===== src/rtl/fwd_scoreboard.sv =====
// Hazard/forwarding scoreboard. It tracks the youngest in-flight writer of each
// architectural register (GPRs plus HI at index 32 and LO at index 33) and resolves forwarding
// and stalls for the decode read ports.
// Latency: lookup outputs are combinational (zero cycles); the tracking state updates on the clk edge.
// Backpressure: stall_o blocks issue. While advance_i is low, all state holds and no issue is accepted.
// Ports: clk/reset (synchronous, active-high); advance_i; issue_valid_i/dst/lat; flush_i/flush_age_i;
//        rd_valid_i/rd_addr_i/rf_data_i per read port; stage_data_i per post-decode stage;
//        fwd_sel_o/operand_o per read port; stall_o; issue_accept_o.
module fwd_scoreboard #(
  parameter  int NREG   = 34,
  parameter  int NREAD  = 2,
  parameter  int NSTAGE = 3,
  localparam int AW     = $clog2(NREG),
  localparam int SW     = $clog2(NSTAGE + 1)
) (
  input  logic                clk,
  input  logic                reset,
  input  logic                advance_i,
  input  logic                issue_valid_i,
  input  logic [AW-1:0]       issue_dst_i,
  input  logic [SW-1:0]       issue_lat_i,
  input  logic                flush_i,
  input  logic [SW-1:0]       flush_age_i,
  input  logic [NREAD-1:0]    rd_valid_i,
  input  logic [NREAD*AW-1:0] rd_addr_i,
  input  logic [NREAD*32-1:0] rf_data_i,
  input  logic [NSTAGE*32-1:0] stage_data_i,
  output logic [NREAD*SW-1:0] fwd_sel_o,
  output logic [NREAD*32-1:0] operand_o,
  output logic                stall_o,
  output logic                issue_accept_o
);

  logic [NREG-1:0] busy_q, busy_d;
  logic [SW-1:0]   age_q [NREG];
  logic [SW-1:0]   age_d [NREG];
  logic [SW-1:0]   rdy_q [NREG];
  logic [SW-1:0]   rdy_d [NREG];

  logic [AW-1:0]    addr_w [NREAD];
  logic [SW-1:0]    sel_w  [NREAD];
  logic [31:0]      op_w   [NREAD];
  logic [NREAD-1:0] hazard_w;
  logic [SW-1:0]    lat_clamped;

  genvar g;
  generate
    for (g = 0; g < NREAD; g++) begin : g_port
      assign addr_w[g]                = rd_addr_i[g*AW +: AW];
      assign fwd_sel_o[g*SW +: SW]    = sel_w[g];
      assign operand_o[g*32 +: 32]    = op_w[g];
    end
  endgenerate

  // Lookup: a busy entry forwards once its age has reached its ready age; before that it is a hazard.
  // Index 0 is never forwarded, even though issue never marks it busy.
  always_comb begin
    for (int i = 0; i < NREAD; i++) begin
      sel_w[i]    = '0;
      op_w[i]     = rf_data_i[i*32 +: 32];
      hazard_w[i] = 1'b0;
      if (rd_valid_i[i] && (addr_w[i] != '0) && (int'(addr_w[i]) < NREG)) begin
        if (busy_q[addr_w[i]]) begin
          if (age_q[addr_w[i]] >= rdy_q[addr_w[i]]) begin
            sel_w[i] = age_q[addr_w[i]];
            op_w[i]  = stage_data_i[32*(int'(age_q[addr_w[i]]) - 1) +: 32];
          end else begin
            hazard_w[i] = 1'b1;
          end
        end
      end
    end
  end

  assign stall_o        = |hazard_w;
  assign issue_accept_o = issue_valid_i & ~stall_o & advance_i & ~flush_i;

  // A latency of 0 is treated as 1; anything above the last stage becomes the last stage.
  always_comb begin
    lat_clamped = issue_lat_i;
    if (issue_lat_i == '0)              lat_clamped = SW'(1);
    else if (issue_lat_i > SW'(NSTAGE)) lat_clamped = SW'(NSTAGE);
  end

  // Next state: flush squashes young entries; advance ages the rest and retires entries at writeback.
  // The issue write comes last, so a new writer replaces an older copy of the same register.
  always_comb begin
    busy_d = busy_q;
    age_d  = age_q;
    rdy_d  = rdy_q;
    for (int r = 0; r < NREG; r++) begin
      if (busy_q[r]) begin
        if (flush_i && (age_q[r] <= flush_age_i)) begin
          busy_d[r] = 1'b0;
          age_d[r]  = '0;
          rdy_d[r]  = '0;
        end else if (advance_i) begin
          if (age_q[r] == SW'(NSTAGE)) begin
            busy_d[r] = 1'b0;
            age_d[r]  = '0;
            rdy_d[r]  = '0;
          end else begin
            age_d[r] = age_q[r] + SW'(1);
          end
        end
      end
    end
    if (issue_accept_o && (issue_dst_i != '0) && (int'(issue_dst_i) < NREG)) begin
      busy_d[issue_dst_i] = 1'b1;
      age_d[issue_dst_i]  = SW'(1);
      rdy_d[issue_dst_i]  = lat_clamped;
    end
  end

  always_ff @(posedge clk) begin
    if (reset) begin
      busy_q <= '0;
      for (int r = 0; r < NREG; r++) begin
        age_q[r] <= '0;
        rdy_q[r] <= '0;
      end
    end else begin
      busy_q <= busy_d;
      age_q  <= age_d;
      rdy_q  <= rdy_d;
    end
  end

endmodule


===== config.mk =====
export PLATFORM = sky130hd
export DESIGN_NAME = fwd_scoreboard
export DESIGN_NICKNAME = d
export VERILOG_FILES = /design/src/rtl/fwd_scoreboard.sv
export SDC_FILE = /design/constraint.sdc
export NUM_CORES = 1
export LEC_CHECK = 0
export BUFFER_PORTS_ARGS = -buffer_cell sky130_fd_sc_hd__clkbuf_2
export CAP_MARGIN = 40
export CORE_MARGIN = 2
export CORE_UTILIZATION = 25
export DETAILED_ROUTE_END_ITERATION = 7
export HOLD_SLACK_MARGIN = 0.08
export SYNTH_ARGS = -nofsm -noshare
export SYNTH_HDL_FRONTEND = slang
export SYNTH_SLANG_ARGS = --single-unit

===== constraint.sdc =====
create_clock -name clk -period 6.2 [get_ports clk]
set_input_delay 0.62 -clock clk [delete_from_list [all_inputs] [get_ports clk]]
set_output_delay 0.62 -clock clk [all_outputs]
set_load 0.02 [all_outputs]

==> results.sh <==
export IMPL_cp_end_kind="output port"
export IMPL_grt_start_max_net_pins=89
export IMPL_crit_start="rd_addr_i[0]"
export IMPL_yosysTopAreaCellShare=0.232
export IMPL_critPathKind="in2out"
export IMPL_cts_sinks=170
export IMPL_hold_buffers=0
export IMPL_syn_inst=1700
export IMPL_cts_reportedPaths_clkPinSlew_ns=0.06
export IMPL_io_buffers=258
export IMPL_dieArea_um2=60700
export IMPL_synth_avg_cell_area_um2=8.64
export IMPL_status="finished, final reports clean"
export IMPL_hp_start="rdy_q[35]"
export IMPL_slew_headroom=0.346
export IMPL_postRouteAntennaNets=0
export IMPL_synth_seq_area_share=0.232
export IMPL_final_cell_mix="nand2_1, clkbuf_2, dfxtp_1, mux2i_1, a21oi_1"
export IMPL_cts_resized=0
export IMPL_cts_tree="built"
export IMPL_overflow=0
export IMPL_finClkSkew_ns=0.0104
export IMPL_grt_usage=0.169
export IMPL_drive_gt1_frac=0.253
export IMPL_ir_drop_mv=0.128
export IMPL_max_cap_violations=0
export IMPL_routabilityCongestion=0.886
export IMPL_synth_async_reset_ratio=0
export IMPL_cts_setup_buffers=0
export IMPL_path_max_fanout=28
export IMPL_area_growth_synth_to_final_pct=17.8
export IMPL_ys_seq_elements=170
export IMPL_rsz0062_at_grt="no"
export IMPL_first_pass_iters=6
export IMPL_drt_vias_per_instance=5.35
export IMPL_worstPathArrival_ns=5.04
export IMPL_report_final_slew_viol_count=0
export IMPL_root_buffer="clkbuf_16"
export IMPL_io_pins=259
export IMPL_synth_cell_types=54
export IMPL_die_h_um=246
export IMPL_worst_pin_slew_ns=0.978
export IMPL_fmax_mhz=177
export IMPL_h_tree_depth=4
export IMPL_wl_mm=52.8
export IMPL_ys_warn_count=0
export IMPL_core_um2=57900
export IMPL_final_setup_viol_count=0
export IMPL_antenna_found_initial=4
export IMPL_cts_path_max_buffers=2
export IMPL_die_x_um=246
export IMPL_cellLeakagePower_nw=7.68
export IMPL_synth_top_area_cell="dfxtp_1"
export IMPL_reg2reg_from="age_q[21]"
export IMPL_nets=2202
export IMPL_grt_pass1_vias=13810
export IMPL_row_count=88
export IMPL_setup_ws_ns=0.537
export IMPL_vias=14371
export IMPL_syn_nets=1997
export IMPL_synthFlopType="dfxtp_1"
export IMPL_initialDrtViolationCount=1186
export IMPL_drc_errors=0
export IMPL_grt_pass1_wl_mm=80.2
export IMPL_dp_slack_ns=0.596
export IMPL_synth_area_leaders="dfxtp_1, mux4_2, mux2i_1"
export IMPL_worstHoldPathType="reg2reg"
export IMPL_hold_viol=0
export IMPL_initial_utilization=0.254
export IMPL_period_share=0.913
export IMPL_crit_required_ns=5.58
export IMPL_final_common_cell="nand2_1"
export IMPL_worstSetupStartpointType="primary input"
export IMPL_synth_edf_count=0
export IMPL_utilization=0.299
export IMPL_clkLatencyLatePin_ns=0.45
export IMPL_fin_crit_ns=5.66
export IMPL_cts_buffers=17
export IMPL_hpwl_mm=40.0
export IMPL_setup_tns_final_ns=0
export IMPL_syn_area_um2=14700
export IMPL_p_per_area_nw_per_um2=157
export IMPL_wl_per_cell_um=19.7
worst paths after layout:
kind | to | slack [ns] | cells after the start
worst min register to register | rdy_q[35] | 0.48 | 2
worst min-delay path | rdy_q[35] | 0.48 | 2
worst max register to register | age_q[1] | 2.33 | 11
worst max-delay path | operand_o[10] | 0.54 | 15
critical path, stage by stage:
cell,delay [ns]
clkbuf_2,0.43
buf_12,0.30
mux4_2,0.52
mux2_2,0.29
o2bb2ai_1,0.30
a211oi_2,0.16
nor2_4,0.16
ha_1,0.24
nand2b_1,0.14
a21oi_1,0.31
nor3_1,0.14
a21oi_4,0.39
nand2b_1,0.59
o21ai_0,0.22
clkbuf_2,0.20
metal layers:
metal | GRT usage | share of wire | vias to the layer above
li1 | - | - | 6682
met1 | 0.214 | 0.42 | 6938
met2 | 0.286 | 0.47 | 658
met3 | 0.0358 | 0.082 | 87
met4 | 0.0519 | 0.028 | 6
met5 | 0 | 0.00068 | -
area by class of cell:
cell class / instances / area [um2]
inverters: 65 / 244
diodes: 2 / 5.00
clock inverters: 15 / 136
well taps: 765 / 957
clock buffers: 17 / 425
fillers: 6072 / 40600
flip-flops and latches: 170 / 3400
repair buffers: 291 / 1600
multi-input cells: 1360 / 10500
metrics by stage:
step / cell area [um2] / hold slack, ns / std cells / total power [W]
after floorplan: 14700 / 0.443 / 1700 / 0.00147
after global placement: 16700 / 0.461 / 2647 / 0.00165
after detailed placement: 16700 / 0.469 / 2651 / 0.00166
after CTS: 17300 / 0.484 / 2683 / 0.00272
after global routing: 17300 / 0.496 / 2684 / 0.00283
final: 17300 / 0.485 / 2685 / 0.00272
flip-flops by register name, summed over array words and instances (netlist names):
register	flops
busy_q	34
rdy_q	68
age_q	68
Yosys cell counts, drive strengths merged (4+ instances only):
master  number
nand2      276
dfxtp      170
mux2i      159
a21oi      130
o21ai      123
ha         108
nand3       98
a22oi       92
mux4        76
inv         65
clkbuf      59
nor2        48
buf         46
nor2b       42
mux2        41
and3        26
nand2b      24
and2        21
a22o        17
nor3b       17
nor3        13
nand4       12
a221oi       4
logic make-up (layout without fill, tap and decap cells):
group           after synthesis  count (layout)  synth area share
compound gates              389             389             0.170
fa+ha+maj                   108             108            0.0920
buf+inv                     170             388            0.0531
flops                       170             170             0.232
mux                         276             276             0.264
other cells                   0               2                 0
simple gates                587             587             0.189
where the power goes:
group          internal, W  switching (W)
Combinational     0.000215       0.000331
Sequential         0.00109     0.00000248
Clock             0.000562       0.000513
Power figures use the tool's default switching activity.
